`src/rtl/iic_slave_rx.sv`:
```
// iic_slave_rx: receive-only I2C slave.
// Oversamples SCL/SDA on clk, detects START/STOP, matches a 7-bit write
// address, shifts in data bytes MSB-first, ACKs/NACKs on SDA and hands each
// received byte to local logic as a one-cycle strobe.
//
// Ports:
//   clk        system clock, all logic on posedge
//   rst        synchronous active-high reset
//   scl_i      SCL bus level (asynchronous)
//   sda_i      SDA bus level (asynchronous)
//   rx_en      1 = ACK data bytes, 0 = NACK data bytes
//   sda_oen_n  0 = pull SDA low, 1 = release
//   rx_data    last accepted data byte
//   rx_valid   one-cycle strobe, rx_data new this cycle
//   rx_first   qualifies rx_valid: first data byte after the address
//   addr_match high from address ACK until STOP or repeated START
//   busy       high between START and STOP
//   stop_det   one-cycle strobe on STOP
module iic_slave_rx #(
  parameter logic [6:0] SLAVE_ADDR  = 7'h50,
  parameter int         SYNC_STAGES = 2
) (
  input  logic       clk,
  input  logic       rst,
  input  logic       scl_i,
  input  logic       sda_i,
  input  logic       rx_en,
  output logic       sda_oen_n,
  output logic [7:0] rx_data,
  output logic       rx_valid,
  output logic       rx_first,
  output logic       addr_match,
  output logic       busy,
  output logic       stop_det
);

  typedef enum logic [2:0] {
    ST_IDLE     = 3'd0,
    ST_ADDR     = 3'd1,
    ST_ADDR_ACK = 3'd2,
    ST_DATA     = 3'd3,
    ST_DATA_ACK = 3'd4,
    ST_IGNORE   = 3'd5
  } state_e;

  logic [SYNC_STAGES-1:0] scl_sync_q;
  logic [SYNC_STAGES-1:0] sda_sync_q;
  logic                   scl_hist_q;
  logic                   sda_hist_q;

  logic scl_s;
  logic sda_s;
  logic start_s;
  logic stop_s;
  logic scl_rise_s;
  logic scl_fall_s;
  logic last_bit_s;
  logic [7:0] byte_s;

  state_e     state_q,      state_d;
  logic [2:0] bitcnt_q,     bitcnt_d;
  logic [7:0] shift_q,      shift_d;
  logic       first_q,      first_d;
  logic       ack_phase_q,  ack_phase_d;
  logic       rx_en_q,      rx_en_d;
  logic       sda_oen_n_q,  sda_oen_n_d;
  logic [7:0] rx_data_q,    rx_data_d;
  logic       rx_valid_q,   rx_valid_d;
  logic       rx_first_q,   rx_first_d;
  logic       addr_match_q, addr_match_d;
  logic       busy_q,       busy_d;
  logic       stop_det_q,   stop_det_d;

  // Synchroniser chains plus one history flop per line; idle bus level is 1.
  always_ff @(posedge clk) begin
    if (rst) begin
      scl_sync_q <= {SYNC_STAGES{1'b1}};
      sda_sync_q <= {SYNC_STAGES{1'b1}};
      scl_hist_q <= 1'b1;
      sda_hist_q <= 1'b1;
    end else begin
      scl_sync_q <= {scl_sync_q[SYNC_STAGES-2:0], scl_i};
      sda_sync_q <= {sda_sync_q[SYNC_STAGES-2:0], sda_i};
      scl_hist_q <= scl_sync_q[SYNC_STAGES-1];
      sda_hist_q <= sda_sync_q[SYNC_STAGES-1];
    end
  end

  assign scl_s      = scl_sync_q[SYNC_STAGES-1];
  assign sda_s      = sda_sync_q[SYNC_STAGES-1];
  assign start_s    = scl_s &  sda_hist_q & ~sda_s;
  assign stop_s     = scl_s & ~sda_hist_q &  sda_s;
  assign scl_rise_s =  scl_s & ~scl_hist_q;
  assign scl_fall_s = ~scl_s &  scl_hist_q;
  // Explicit 8th-bit flag: the counter never has to wrap to mean "byte done".
  assign last_bit_s = (bitcnt_q == 3'd7);
  assign byte_s     = {shift_q[6:0], sda_s};

  // State and output registers.
  always_ff @(posedge clk) begin
    if (rst) begin
      state_q      <= ST_IDLE;
      bitcnt_q     <= 3'd0;
      shift_q      <= 8'h00;
      first_q      <= 1'b0;
      ack_phase_q  <= 1'b0;
      rx_en_q      <= 1'b0;
      sda_oen_n_q  <= 1'b1;
      rx_data_q    <= 8'h00;
      rx_valid_q   <= 1'b0;
      rx_first_q   <= 1'b0;
      addr_match_q <= 1'b0;
      busy_q       <= 1'b0;
      stop_det_q   <= 1'b0;
    end else begin
      state_q      <= state_d;
      bitcnt_q     <= bitcnt_d;
      shift_q      <= shift_d;
      first_q      <= first_d;
      ack_phase_q  <= ack_phase_d;
      rx_en_q      <= rx_en_d;
      sda_oen_n_q  <= sda_oen_n_d;
      rx_data_q    <= rx_data_d;
      rx_valid_q   <= rx_valid_d;
      rx_first_q   <= rx_first_d;
      addr_match_q <= addr_match_d;
      busy_q       <= busy_d;
      stop_det_q   <= stop_det_d;
    end
  end

  // Next-state and output logic; STOP outranks START, START outranks bit sampling.
  always_comb begin
    state_d      = state_q;
    bitcnt_d     = bitcnt_q;
    shift_d      = shift_q;
    first_d      = first_q;
    ack_phase_d  = ack_phase_q;
    rx_en_d      = rx_en_q;
    sda_oen_n_d  = sda_oen_n_q;
    rx_data_d    = rx_data_q;
    rx_valid_d   = 1'b0;
    rx_first_d   = 1'b0;
    addr_match_d = addr_match_q;
    busy_d       = busy_q;
    stop_det_d   = 1'b0;

    if (stop_s) begin
      state_d      = ST_IDLE;
      bitcnt_d     = 3'd0;
      ack_phase_d  = 1'b0;
      sda_oen_n_d  = 1'b1;
      addr_match_d = 1'b0;
      busy_d       = 1'b0;
      stop_det_d   = 1'b1;
    end else if (start_s) begin
      state_d      = ST_ADDR;
      bitcnt_d     = 3'd0;
      ack_phase_d  = 1'b0;
      first_d      = 1'b0;
      sda_oen_n_d  = 1'b1;
      addr_match_d = 1'b0;
      busy_d       = 1'b1;
    end else begin
      case (state_q)
        ST_IDLE: begin
          sda_oen_n_d = 1'b1;
        end

        ST_ADDR: begin
          if (scl_rise_s) begin
            shift_d  = byte_s;
            bitcnt_d = bitcnt_q + 3'd1;
            if (last_bit_s) begin
              bitcnt_d    = 3'd0;
              ack_phase_d = 1'b0;
              // Receive-only: a read request is left unacknowledged.
              if ((byte_s[7:1] == SLAVE_ADDR) && (byte_s[0] == 1'b0)) begin
                state_d = ST_ADDR_ACK;
              end else begin
                state_d = ST_IGNORE;
              end
            end else begin
              state_d = ST_ADDR;
            end
          end else begin
            state_d = ST_ADDR;
          end
        end

        ST_ADDR_ACK: begin
          if (scl_fall_s) begin
            if (!ack_phase_q) begin
              ack_phase_d  = 1'b1;
              sda_oen_n_d  = 1'b0;
              addr_match_d = 1'b1;
            end else begin
              ack_phase_d = 1'b0;
              sda_oen_n_d = 1'b1;
              bitcnt_d    = 3'd0;
              first_d     = 1'b1;
              state_d     = ST_DATA;
            end
          end else begin
            state_d = ST_ADDR_ACK;
          end
        end

        ST_DATA: begin
          if (scl_rise_s) begin
            shift_d  = byte_s;
            bitcnt_d = bitcnt_q + 3'd1;
            if (last_bit_s) begin
              bitcnt_d    = 3'd0;
              rx_en_d     = rx_en;
              ack_phase_d = 1'b0;
              first_d     = 1'b0;
              state_d     = ST_DATA_ACK;
              // rx_data only moves for bytes that are actually accepted.
              if (rx_en) begin
                rx_data_d  = byte_s;
                rx_valid_d = 1'b1;
                rx_first_d = first_q;
              end else begin
                rx_valid_d = 1'b0;
              end
            end else begin
              state_d = ST_DATA;
            end
          end else begin
            state_d = ST_DATA;
          end
        end

        ST_DATA_ACK: begin
          if (scl_fall_s) begin
            if (!ack_phase_q) begin
              ack_phase_d = 1'b1;
              sda_oen_n_d = ~rx_en_q;
            end else begin
              ack_phase_d = 1'b0;
              sda_oen_n_d = 1'b1;
              bitcnt_d    = 3'd0;
              if (rx_en_q) begin
                state_d = ST_DATA;
              end else begin
                state_d = ST_IGNORE;
              end
            end
          end else begin
            state_d = ST_DATA_ACK;
          end
        end

        ST_IGNORE: begin
          sda_oen_n_d = 1'b1;
        end

        default: begin
          state_d     = ST_IDLE;
          sda_oen_n_d = 1'b1;
        end
      endcase
    end
  end

  assign sda_oen_n  = sda_oen_n_q;
  assign rx_data    = rx_data_q;
  assign rx_valid   = rx_valid_q;
  assign rx_first   = rx_first_q;
  assign addr_match = addr_match_q;
  assign busy       = busy_q;
  assign stop_det   = stop_det_q;

endmodule

```
`config.mk`:
```
export PLATFORM = sky130hd
export DESIGN_NAME = iic_slave_rx
export DESIGN_NICKNAME = d
export VERILOG_FILES = /design/src/rtl/iic_slave_rx.sv
export SDC_FILE = /design/constraint.sdc
export NUM_CORES = 1
export LEC_CHECK = 0
export CAP_MARGIN = 20
export CORE_MARGIN = 2
export CORE_UTILIZATION = 45
export CTS_BUF_LIST = sky130_fd_sc_hd__clkbuf_4 sky130_fd_sc_hd__clkbuf_8
export CTS_CLUSTER_DIAMETER = 60
export DETAILED_ROUTE_END_ITERATION = 10
export PLACE_DENSITY = 0.66
export SETUP_SLACK_MARGIN = 0.5
export SLEW_MARGIN = 20
export SYNTH_ARGS = -nofsm -noshare
export SYNTH_HDL_FRONTEND = slang
export SYNTH_SLANG_ARGS = --single-unit
```
`constraint.sdc`:
```
create_clock -name clk -period 2.7 [get_ports clk]
set_input_delay 0.27 -clock clk [delete_from_list [all_inputs] [get_ports clk]]
set_output_delay 0.27 -clock clk [all_outputs]
set_load 0.02 [all_outputs]
```
* Yosys cells after proc, flatten, opt, wreduce, memory -nomap -nowiden
Index checks and enable logic that the tools add are counted.
Word-level totals: output and inout port bits 14, logic and storage cells 115, input bits 5, flip-flop bits (word level) 36
Cells by class: multiplexer cells 33, $add $sub $neg 1, reductions and logical operators 21, equality and inequality tests 22, bitwise logic cells 20
Operator list (number):
- $mux W3 | 14
- $ne A3 B3 Y1 const B | 6
- $pmux W3 S5 | 1
- $mux W1 | 14
- $not A1 Y1 | 14
- $reduce_and A3 Y1 | 4
- $reduce_and A4 Y1 | 3
- $reduce_and A6 Y1 | 2
- $ne A2 B1 Y1 const B | 5
- $eq A3 B3 Y1 const B | 3
- $ne A4 B4 Y1 const B | 2
- $reduce_or A2 Y1 | 4
- $eq A7 B7 Y1 const B | 1
- $reduce_or A7 Y1 | 1
- $and A1 B1 Y1 | 6
- $eq A3 B2 Y1 const B | 2
- $pmux W3 S2 | 1
- $reduce_or A6 Y1 | 1
- $reduce_and A5 Y1 | 1
- $ne A2 B2 Y1 const B | 2
- $pmux W1 S2 | 2
- $add A3 B1 Y3 const B | 1
- $eq A3 B1 Y1 const B | 1
- $logic_not A3 Y1 | 1
- other kinds (5) | 5

* Depth between registers and ports, before layout
Gate-level depths: netlist (run 1).
word-level depth 7, mapped depth 7, mapped depth without buffers 6

* Least setup slack after synthesis (run 1)
No wires, ideal clock.
path kind register to register, start reg bitcnt_q[0], end reg rx_data_q[0], in the netlist rx_data[0], slack 0.993 ns, data arrival time 1.580 ns, setup time 0.128 ns, required time 2.572 ns, path buffers 1, period minus slack after synthesis 1.707 ns, cell stages (with the launch flop) 8, path through dfxtp_1 > ha_1 > ha_1 > nand4b_4 > a2111oi_2 > buf_6 > mux2i_1 > nor2_1
Between the ends: word-level cells in the longest chain between the ends 2
Ends and longest elaborated chain:
- from (decl) | line 61 | logic [2:0] bitcnt_q, bitcnt_d;
- from (signal assigned) | line 117 | bitcnt_q <= bitcnt_d;
- $eq A3 B3 Y1 | line 96 | assign last_bit_s = (bitcnt_q == 3'd7);
- $reduce_and A6 Y1 (no source line)
- to (signal assigned) | line 123 | rx_data_q <= rx_data_d;
- to (decl) | line 67 | logic [7:0] rx_data_q, rx_data_d;
No other way between the ends. A chain may end at the register's enable or synchronous reset.

* Final worst setup path (run 1)
start reg scl_sync_q[1], end reg rx_data_q[7], in the netlist rx_data[7]
Between the ends: word-level cells in the longest chain between the ends 4, elaborated cells between the ends (all ways) 8, classes of those cells 7 x bitwise; 1 x reduce/logical
Ends and longest elaborated chain:
- from (decl) | line 46 | logic [SYNC_STAGES-1:0] scl_sync_q;
- from (signal assigned) | line 77 | scl_sync_q <= {SYNC_STAGES{1'b1}};
- from (signal assigned) | line 82 | scl_sync_q <= {scl_sync_q[SYNC_STAGES-2:0], scl_i};
- $and A1 B1 Y1 (on tied branches) (2 in series) | line 92, 91
- $not A1 Y1 (no source line)
- $reduce_and A6 Y1 (no source line) (*)
Mark *: on every way between the ends. The rest lies on a longest branch, timed or not.

==> flow_results.xml, run 1 <==
<?xml version="1.0" encoding="UTF-8"?>
<metrics>
  <group name="global_routing">
    <metric name="grt.overflow.total" unit="">0</metric>
    <metric name="first_pass_grt_wire_length" unit="um">5900</metric>
    <metric name="initial_antenna_violation_count" unit="">0</metric>
    <metric name="grt_pass1_vias" unit="">1305</metric>
    <metric name="grt_start_max_net_pins" unit="">28</metric>
    <metric name="globalRouteTotalUtil" unit="%">17.4</metric>
  </group>
  <group name="power">
    <metric name="power.static_leakage" unit="nW">0.780</metric>
    <metric name="finalPower" unit="mW">1.07</metric>
    <metric name="max-vdd-ir-drop" unit="uV">316</metric>
    <metric name="power.density_cell_area" unit="mW/mm2">535</metric>
  </group>
  <group name="cells_and_area">
    <metric name="syn2layout_area_growth" unit="%">15.3</metric>
    <metric name="antenna_cells_inserted" unit="">0</metric>
    <metric name="final_cell_count_no_fill" unit="">245</metric>
    <metric name="final_layout_size_suffix_gt1_share" unit="%">13.7</metric>
    <metric name="final_core_util" unit="%">54.1</metric>
    <metric name="finish.net_count" unit="">203</metric>
  </group>
  <group name="logic_synthesis">
    <metric name="synth_sequential_area_ratio" unit="%">41.6</metric>
    <metric name="ys_types" unit="">45</metric>
    <metric name="synth_flop_cell" unit="">sky130_fd_sc_hd__dfxtp_1</metric>
    <metric name="synth_nets" unit="">189</metric>
    <metric name="synthArstFlopShare" unit="%">0</metric>
    <metric name="synth.yosys.warnings" unit="">0</metric>
    <metric name="synth.top_cell.area_share" unit="%">41.6</metric>
    <metric name="post-synth-top-area-cell" unit="">sky130_fd_sc_hd__dfxtp_1</metric>
    <metric name="synth_area_per_cell" unit="um2">9.51</metric>
    <metric name="number_of_synthesized_flops_with_an_enable_pin" unit="">0</metric>
    <metric name="synth.top_cells.by_count" unit="">sky130_fd_sc_hd__dfxtp_1, sky130_fd_sc_hd__nor2_1, sky130_fd_sc_hd__a21oi_1</metric>
    <metric name="synth.cell_area" unit="mm2">0.00173</metric>
    <metric name="synth.most_common_cell" unit="">sky130_fd_sc_hd__dfxtp_1</metric>
    <metric name="synth_top_cells_by_area" unit="">sky130_fd_sc_hd__dfxtp_1, sky130_fd_sc_hd__mux2i_1, sky130_fd_sc_hd__nor2_1</metric>
    <metric name="yosys_register_bits" unit="">36</metric>
    <metric name="post_synth_inst_count" unit="">182</metric>
  </group>
  <group name="sta">
    <metric name="unrepaired_setup_endpoints_after_global_routing" unit="">no</metric>
    <metric name="setup_violations" unit="">0</metric>
    <metric name="report.final.hold_viol_count" unit="">0</metric>
    <metric name="timing_max_transition_violations_final" unit="">0</metric>
    <metric name="fin_setup_tns" unit="ps">0</metric>
    <metric name="fin_worst_skew" unit="ps">4.90</metric>
    <metric name="final_period_minus_worst_setup_slack" unit="ps">1950</metric>
    <metric name="fin_crit_sh" unit="%">72.2</metric>
    <metric name="timing_worst_slew_pin_value" unit="ps">624</metric>
    <metric name="slew-limit-headroom" unit="%">58.4</metric>
    <metric name="fmax" unit="GHz">0.513</metric>
  </group>
  <group name="die">
    <metric name="die_height" unit="um">66.0</metric>
    <metric name="core-area" unit="mm2">0.00369</metric>
    <metric name="floorplan.io_pins" unit="">19</metric>
    <metric name="std_cell_rows" unit="">22</metric>
    <metric name="fp.dieArea" unit="mm2">0.00436</metric>
    <metric name="floorplan.initialDensity" unit="%">46.9</metric>
    <metric name="chipWidth" unit="um">66.0</metric>
  </group>
  <group name="flow_run">
    <metric name="max_cap_violations" unit="">0</metric>
  </group>
  <group name="placement">
    <metric name="global_placer_s_final_weighted_congestion" unit="">0.892</metric>
    <metric name="hpwl" unit="um">2470</metric>
    <metric name="dp.cells" unit="">237</metric>
    <metric name="input_output_buffers" unit="">18</metric>
  </group>
  <group name="detailed_routing">
    <metric name="drtPass1Iterations" unit="">4</metric>
    <metric name="route.detailed.drc" unit="">0</metric>
    <metric name="route.detailed.wl_per_inst" unit="um">14.2</metric>
    <metric name="detailedRoute.firstIterationViolations" unit="">45</metric>
    <metric name="finalWirelength" unit="um">3480</metric>
    <metric name="route.vias.total" unit="">1352</metric>
    <metric name="antenna_left" unit="">0</metric>
    <metric name="vias_per_cell" unit="">5.52</metric>
  </group>
  <group name="clock_network">
    <metric name="clock-root-buffer" unit="">sky130_fd_sc_hd__clkbuf_8</metric>
    <metric name="cts_hold_repair.buffers" unit="">0</metric>
    <metric name="cts.sinks" unit="">36</metric>
    <metric name="postCtsSetupRepairBufs" unit="">0</metric>
    <metric name="htreeDepth" unit="">2</metric>
    <metric name="insertion_delay" unit="ps">280</metric>
    <metric name="tritoncts" unit="">yes</metric>
    <metric name="cts.path.max_buffers" unit="">2</metric>
    <metric name="ctsResizeCount" unit="">0</metric>
    <metric name="cts.reportedPaths.clkPinSlew" unit="ps">70</metric>
    <metric name="number_of_buffers_created_by_cts" unit="">5</metric>
  </group>
  <group name="setup_path">
    <metric name="worst_ep_arrival_time" unit="ps">2110</metric>
    <metric name="critPathTopFamily" unit="">flip-flops</metric>
    <metric name="crit_type" unit="">reg -&gt; reg</metric>
    <metric name="reg2regPathDepth" unit="">5</metric>
    <metric name="max_stage_delay" unit="ps">720</metric>
    <metric name="critPathMaxFanout" unit="">19</metric>
    <metric name="reg2reg_slack" unit="ps">750</metric>
    <metric name="critPathRequiredTime" unit="ps">2860</metric>
    <metric name="cell_by_cell_listing_of_the_critical_path" unit="">nand4b_4 -&gt; a2111oi_2 -&gt; buf_4 -&gt; mux2i_1 -&gt; nor2_1</metric>
    <metric name="timing.rr.start" unit="">scl_sync_q[1]</metric>
    <metric name="timing.critical_path.slowest_stage_cell" unit="">sky130_fd_sc_hd__dfxtp_1</metric>
    <metric name="critPathBufInv" unit="">1</metric>
    <metric name="critical_path.reg2reg.endpoint" unit="">rx_data[7]</metric>
    <metric name="endpoint_kind" unit="">flip-flop</metric>
    <metric name="startpoint_type" unit="">flip-flop</metric>
  </group>
  <group name="worst_hold_path">
    <metric name="hold_path_class" unit="">reg -&gt; reg</metric>
    <metric name="worstHoldPathCells" unit="">1</metric>
    <metric name="timing.hold.worst.start" unit="">sda_sync_q[0]</metric>
    <metric name="whs_endpoint" unit="">sda_sync_q[1]</metric>
  </group>
  <group name="outcome">
    <metric name="status" unit="">completed</metric>
  </group>
</metrics>
[kinds of logic (layout without fill, tap and decap cells)]
kind of cell,count (synthesis),count (layout),share of synthesized area (%)
compound gates,36,36,13.9
xor+xnor,2,2,1.45
fa+ha+maj,2,2,1.45
buf+inv,16,31,6.58
flops,36,36,41.6
mux,15,15,8.68
simple gates,75,75,26.3
[cells in the final DEF (no fill, tap or decap), types with 2 or more instances in the layout]
master and count:
sky130_fd_sc_hd__a21oi_1 16, sky130_fd_sc_hd__nor3b_1 3, sky130_fd_sc_hd__a211o_1 2, sky130_fd_sc_hd__clkbuf_8 5
sky130_fd_sc_hd__o21ai_0 4, sky130_fd_sc_hd__and2b_2 2, sky130_fd_sc_hd__or2_2 6, sky130_fd_sc_hd__dfxtp_1 36
sky130_fd_sc_hd__nor2_1 25, sky130_fd_sc_hd__a21o_1 3, sky130_fd_sc_hd__clkdlybuf4s50_1 18, sky130_fd_sc_hd__nand2b_1 6
sky130_fd_sc_hd__mux2i_1 15, sky130_fd_sc_hd__buf_4 2, sky130_fd_sc_hd__nand3_1 8, sky130_fd_sc_hd__nor3_1 2
sky130_fd_sc_hd__o31ai_1 2, sky130_fd_sc_hd__a221oi_1 2, sky130_fd_sc_hd__inv_1 3, sky130_fd_sc_hd__ha_1 2
sky130_fd_sc_hd__nand2_1 8, sky130_fd_sc_hd__nand3b_1 2
[per-layer routing]
metal	routed length [um]	GRT usage, %	part of all wire (%)
met1	1660	22.0	48
met2	1650	29.4	47
met3	114	3.75	3.3
met4	54	5.61	1.5
met5	0	0	0
[cell type report]
| type | instances | area [um2] |
|---|---|---|
| clock buffers | 6 | 76.3 |
| fillers | 370 | 1690 |
| inverters | 3 | 11.3 |
| well taps | 48 | 60.1 |
| clock inverters | 2 | 35.0 |
| repair buffers | 20 | 195 |
| multi-input cells | 130 | 896 |
| flip-flops and latches | 36 | 721 |
[registers in the layout, summed over array words and instances, names as in the netlist]
| signal | cells |
|---|---|
| scl_hist_q | 1 |
| shift_q | 7 |
| scl_sync_q | 2 |
| state_q | 3 |
| addr_match | 1 |
| rx_en_q | 1 |
| stop_det | 1 |
| busy | 1 |
| sda_hist_q | 1 |
| rx_first | 1 |
| rx_data | 8 |
| bitcnt_q | 3 |
| rx_valid | 1 |
| sda_oen_n | 1 |
| sda_sync_q | 2 |
| ack_phase_q | 1 |
| first_q | 1 |
[power breakdown]
part	internal, mW	total, mW	switching (mW)
clock network	0.284	0.467	0.183
logic	0.0246	0.0515	0.0269
registers	0.536	0.548	0.0118
total	0.845	1.07	0.222
[worst max-delay path by stage]
stage	from	end	slack, ps	cells after the start
finish	scl_sync_q[1]	rx_data[7]	750	5
global route	scl_sync_q[1]	rx_data[4]	590	5
CTS	bitcnt_q[0]	rx_data[4]	760	7
detailed placement	scl_sync_q[1]	rx_data[7]	780	5
global placement	bitcnt_q[0]	rx_data[4]	820	7
floorplan	bitcnt_q[0]	rx_data[0]	990	7
[through the flow]
stage	worst slack (ps)	hold WS, ps	instance area [um2]
finish	751	411	1990
global route	585	439	1990
CTS	756	413	1990
detailed placement	779	395	1880
global placement	818	392	1880
floorplan	993	374	1730
No activity file was read; power rests on OpenSTA's default activity.
==> run 2, diff against run 1 <==
--- a/config.mk
+++ b/config.mk
@@ -11,7 +11,7 @@
 export CTS_BUF_LIST = sky130_fd_sc_hd__clkbuf_4 sky130_fd_sc_hd__clkbuf_8
 export CTS_CLUSTER_DIAMETER = 60
 export DETAILED_ROUTE_END_ITERATION = 10
-export PLACE_DENSITY = 0.66
+export PLACE_DENSITY = 0.69
 export SETUP_SLACK_MARGIN = 0.5
 export SLEW_MARGIN = 20
 export SYNTH_ARGS = -nofsm -noshare
==> constraint.sdc (replaced) <==
create_clock -name clk -period 1.73 [get_ports clk]
set_input_delay 0.173 -clock clk [delete_from_list [all_inputs] [get_ports clk]]
set_output_delay 0.173 -clock clk [all_outputs]
set_load 0.02 [all_outputs]
==> flow_results.xml, run 2 (synthesized netlist as in run 1, its figures left out) <==
<?xml version="1.0" encoding="UTF-8"?>
<metrics>
  <group name="die">
    <metric name="fp.dieArea" unit="mm2">0.00436</metric>
    <metric name="core-area" unit="mm2">0.00369</metric>
    <metric name="die_height" unit="um">66.0</metric>
    <metric name="floorplan.initialDensity" unit="%">46.9</metric>
    <metric name="std_cell_rows" unit="">22</metric>
    <metric name="floorplan.io_pins" unit="">19</metric>
    <metric name="chipWidth" unit="um">66.0</metric>
  </group>
  <group name="setup_path">
    <metric name="worst_ep_arrival_time" unit="ps">1830</metric>
    <metric name="timing.rr.start" unit="">bitcnt_q[1]</metric>
    <metric name="reg2reg_slack" unit="ps">90</metric>
    <metric name="crit_type" unit="">reg -&gt; reg</metric>
    <metric name="startpoint_type" unit="">flip-flop</metric>
    <metric name="critPathRequiredTime" unit="ps">1910</metric>
    <metric name="reg2regPathDepth" unit="">6</metric>
    <metric name="endpoint_kind" unit="">flip-flop</metric>
    <metric name="critical_path.reg2reg.endpoint" unit="">state_q[0]</metric>
    <metric name="critPathMaxFanout" unit="">3</metric>
  </group>
  <group name="sta">
    <metric name="final_period_minus_worst_setup_slack" unit="ps">1640</metric>
    <metric name="setup_violations" unit="">0</metric>
    <metric name="unrepaired_setup_endpoints_after_global_routing" unit="">yes</metric>
    <metric name="fin_worst_skew" unit="ps">6.58</metric>
    <metric name="fin_crit_sh" unit="%">94.9</metric>
    <metric name="fmax" unit="GHz">0.609</metric>
    <metric name="timing_max_transition_violations_final" unit="">0</metric>
    <metric name="timing_worst_slew_pin_value" unit="ps">326</metric>
    <metric name="final.hold.worst_slack" unit="ps">411</metric>
    <metric name="slew-limit-headroom" unit="%">78.3</metric>
    <metric name="fin_setup_tns" unit="ps">0</metric>
    <metric name="report.final.hold_viol_count" unit="">0</metric>
  </group>
  <group name="flow_run">
    <metric name="max_cap_violations" unit="">0</metric>
  </group>
  <group name="clock_network">
    <metric name="htreeDepth" unit="">2</metric>
    <metric name="cts.sinks" unit="">36</metric>
    <metric name="insertion_delay" unit="ps">290</metric>
    <metric name="tritoncts" unit="">yes</metric>
    <metric name="cts.path.max_buffers" unit="">2</metric>
    <metric name="cts.reportedPaths.clkPinSlew" unit="ps">70</metric>
    <metric name="number_of_buffers_created_by_cts" unit="">5</metric>
    <metric name="clock-root-buffer" unit="">sky130_fd_sc_hd__clkbuf_8</metric>
  </group>
  <group name="cells_and_area">
    <metric name="final_layout_size_suffix_gt1_share" unit="%">40.3</metric>
    <metric name="syn2layout_area_growth" unit="%">43.4</metric>
    <metric name="largest_register_ff_count" unit="">8</metric>
    <metric name="final_cell_count_no_fill" unit="">281</metric>
    <metric name="layout_commonest_cell" unit="">sky130_fd_sc_hd__buf_4</metric>
    <metric name="antenna_cells_inserted" unit="">0</metric>
    <metric name="mostFrequentLayoutCells" unit="">sky130_fd_sc_hd__buf_4, sky130_fd_sc_hd__dfxtp_1, sky130_fd_sc_hd__nor2_1</metric>
    <metric name="finish.net_count" unit="">239</metric>
  </group>
  <group name="global_routing">
    <metric name="first_pass_grt_wire_length" unit="um">7120</metric>
    <metric name="grt_start_max_net_pins" unit="">16</metric>
    <metric name="grt_pass1_vias" unit="">1570</metric>
    <metric name="initial_antenna_violation_count" unit="">0</metric>
    <metric name="grt.overflow.total" unit="">0</metric>
    <metric name="globalRouteTotalUtil" unit="%">21.6</metric>
  </group>
  <group name="detailed_routing">
    <metric name="route.detailed.drc" unit="">0</metric>
    <metric name="detailedRoute.firstIterationViolations" unit="">105</metric>
    <metric name="route.vias.total" unit="">1580</metric>
    <metric name="drtPass1Iterations" unit="">5</metric>
    <metric name="route.detailed.wl_per_inst" unit="um">15.7</metric>
    <metric name="vias_per_cell" unit="">5.62</metric>
    <metric name="finalWirelength" unit="um">4410</metric>
    <metric name="antenna_left" unit="">0</metric>
  </group>
  <group name="power">
    <metric name="max-vdd-ir-drop" unit="uV">575</metric>
    <metric name="power.static_leakage" unit="nW">1.03</metric>
    <metric name="power.density_cell_area" unit="mW/mm2">653</metric>
  </group>
  <group name="outcome">
    <metric name="status" unit="">completed</metric>
  </group>
  <group name="worst_hold_path">
    <metric name="hold_path_class" unit="">reg -&gt; reg</metric>
    <metric name="whs_endpoint" unit="">scl_sync_q[1]</metric>
    <metric name="worstHoldPathCells" unit="">1</metric>
    <metric name="timing.hold.worst.start" unit="">scl_sync_q[0]</metric>
  </group>
  <group name="placement">
    <metric name="hpwl" unit="um">2710</metric>
    <metric name="dp.cells" unit="">250</metric>
    <metric name="global_placer_s_final_weighted_congestion" unit="">0.929</metric>
    <metric name="input_output_buffers" unit="">18</metric>
  </group>
</metrics>
[run 2: worst max-delay path by stage]
stage | from | to | slack, ps
floorplan | bitcnt_q[1] | state_q[0] | 220
global placement | scl_sync_q[1] | state_q[0] | 90
detailed placement | scl_sync_q[1] | bitcnt_q[0] | 70
CTS | bitcnt_q[0] | rx_data[2] | 120
global route | bitcnt_q[1] | state_q[0] | 50
finish | bitcnt_q[1] | state_q[0] | 90
[run 2: metrics by stage]
stage	util [%]	cell area, um2	worst slack [ps]	power, mW
final	67.3	2480	88.3	1.62
after global routing	67.3	2480	46.0	1.68
after floorplan	-	1820	224	0.941
after global placement	55.8	2060	91.5	0.967
after CTS	64.7	2390	120	1.62
after detailed placement	55.8	2060	69.5	0.969
[run 2: cell type report]
class                   count  area, um2
fillers                   300       1210
repair buffers             56        494
clock buffers               8       97.6
multi-input cells         130       1070
well taps                  48       60.1
flip-flops and latches     36        751
inverters                   3       11.3
[run 2: critical path, cell delays in order (launching register included)]
cell and delay, ps:
sky130_fd_sc_hd__dfxtp_2 360, sky130_fd_sc_hd__ha_4 140, sky130_fd_sc_hd__ha_4 160, sky130_fd_sc_hd__and3b_2 220, sky130_fd_sc_hd__nand3_2 80, sky130_fd_sc_hd__a221o_1 370, sky130_fd_sc_hd__o211a_1 200
[run 2: layer usage]
metal,global-route usage [%],up-vias,wire length [um]
met4,13.3,0,135
met1,24.4,763,1820
li1,-,742,-
met3,6.13,18,222
met2,36.0,57,2240
met5,0,-,0
[run 2: repair_timing]
action                                 CTS  global route
gates resized for setup                 48            11
pin swaps                               12            10
hold buffers                             0             0
setup buffers                           15             8
setup endpoints to repair               44            28
endpoints found under the hold margin    0             0
[run 2: where the power goes]
part	internal, mW	leakage (nW)	switching, mW
Sequential	0.830	0.295	0.0122
Clock	0.356	0.0523	0.285
Combinational	0.0704	0.681	0.0681
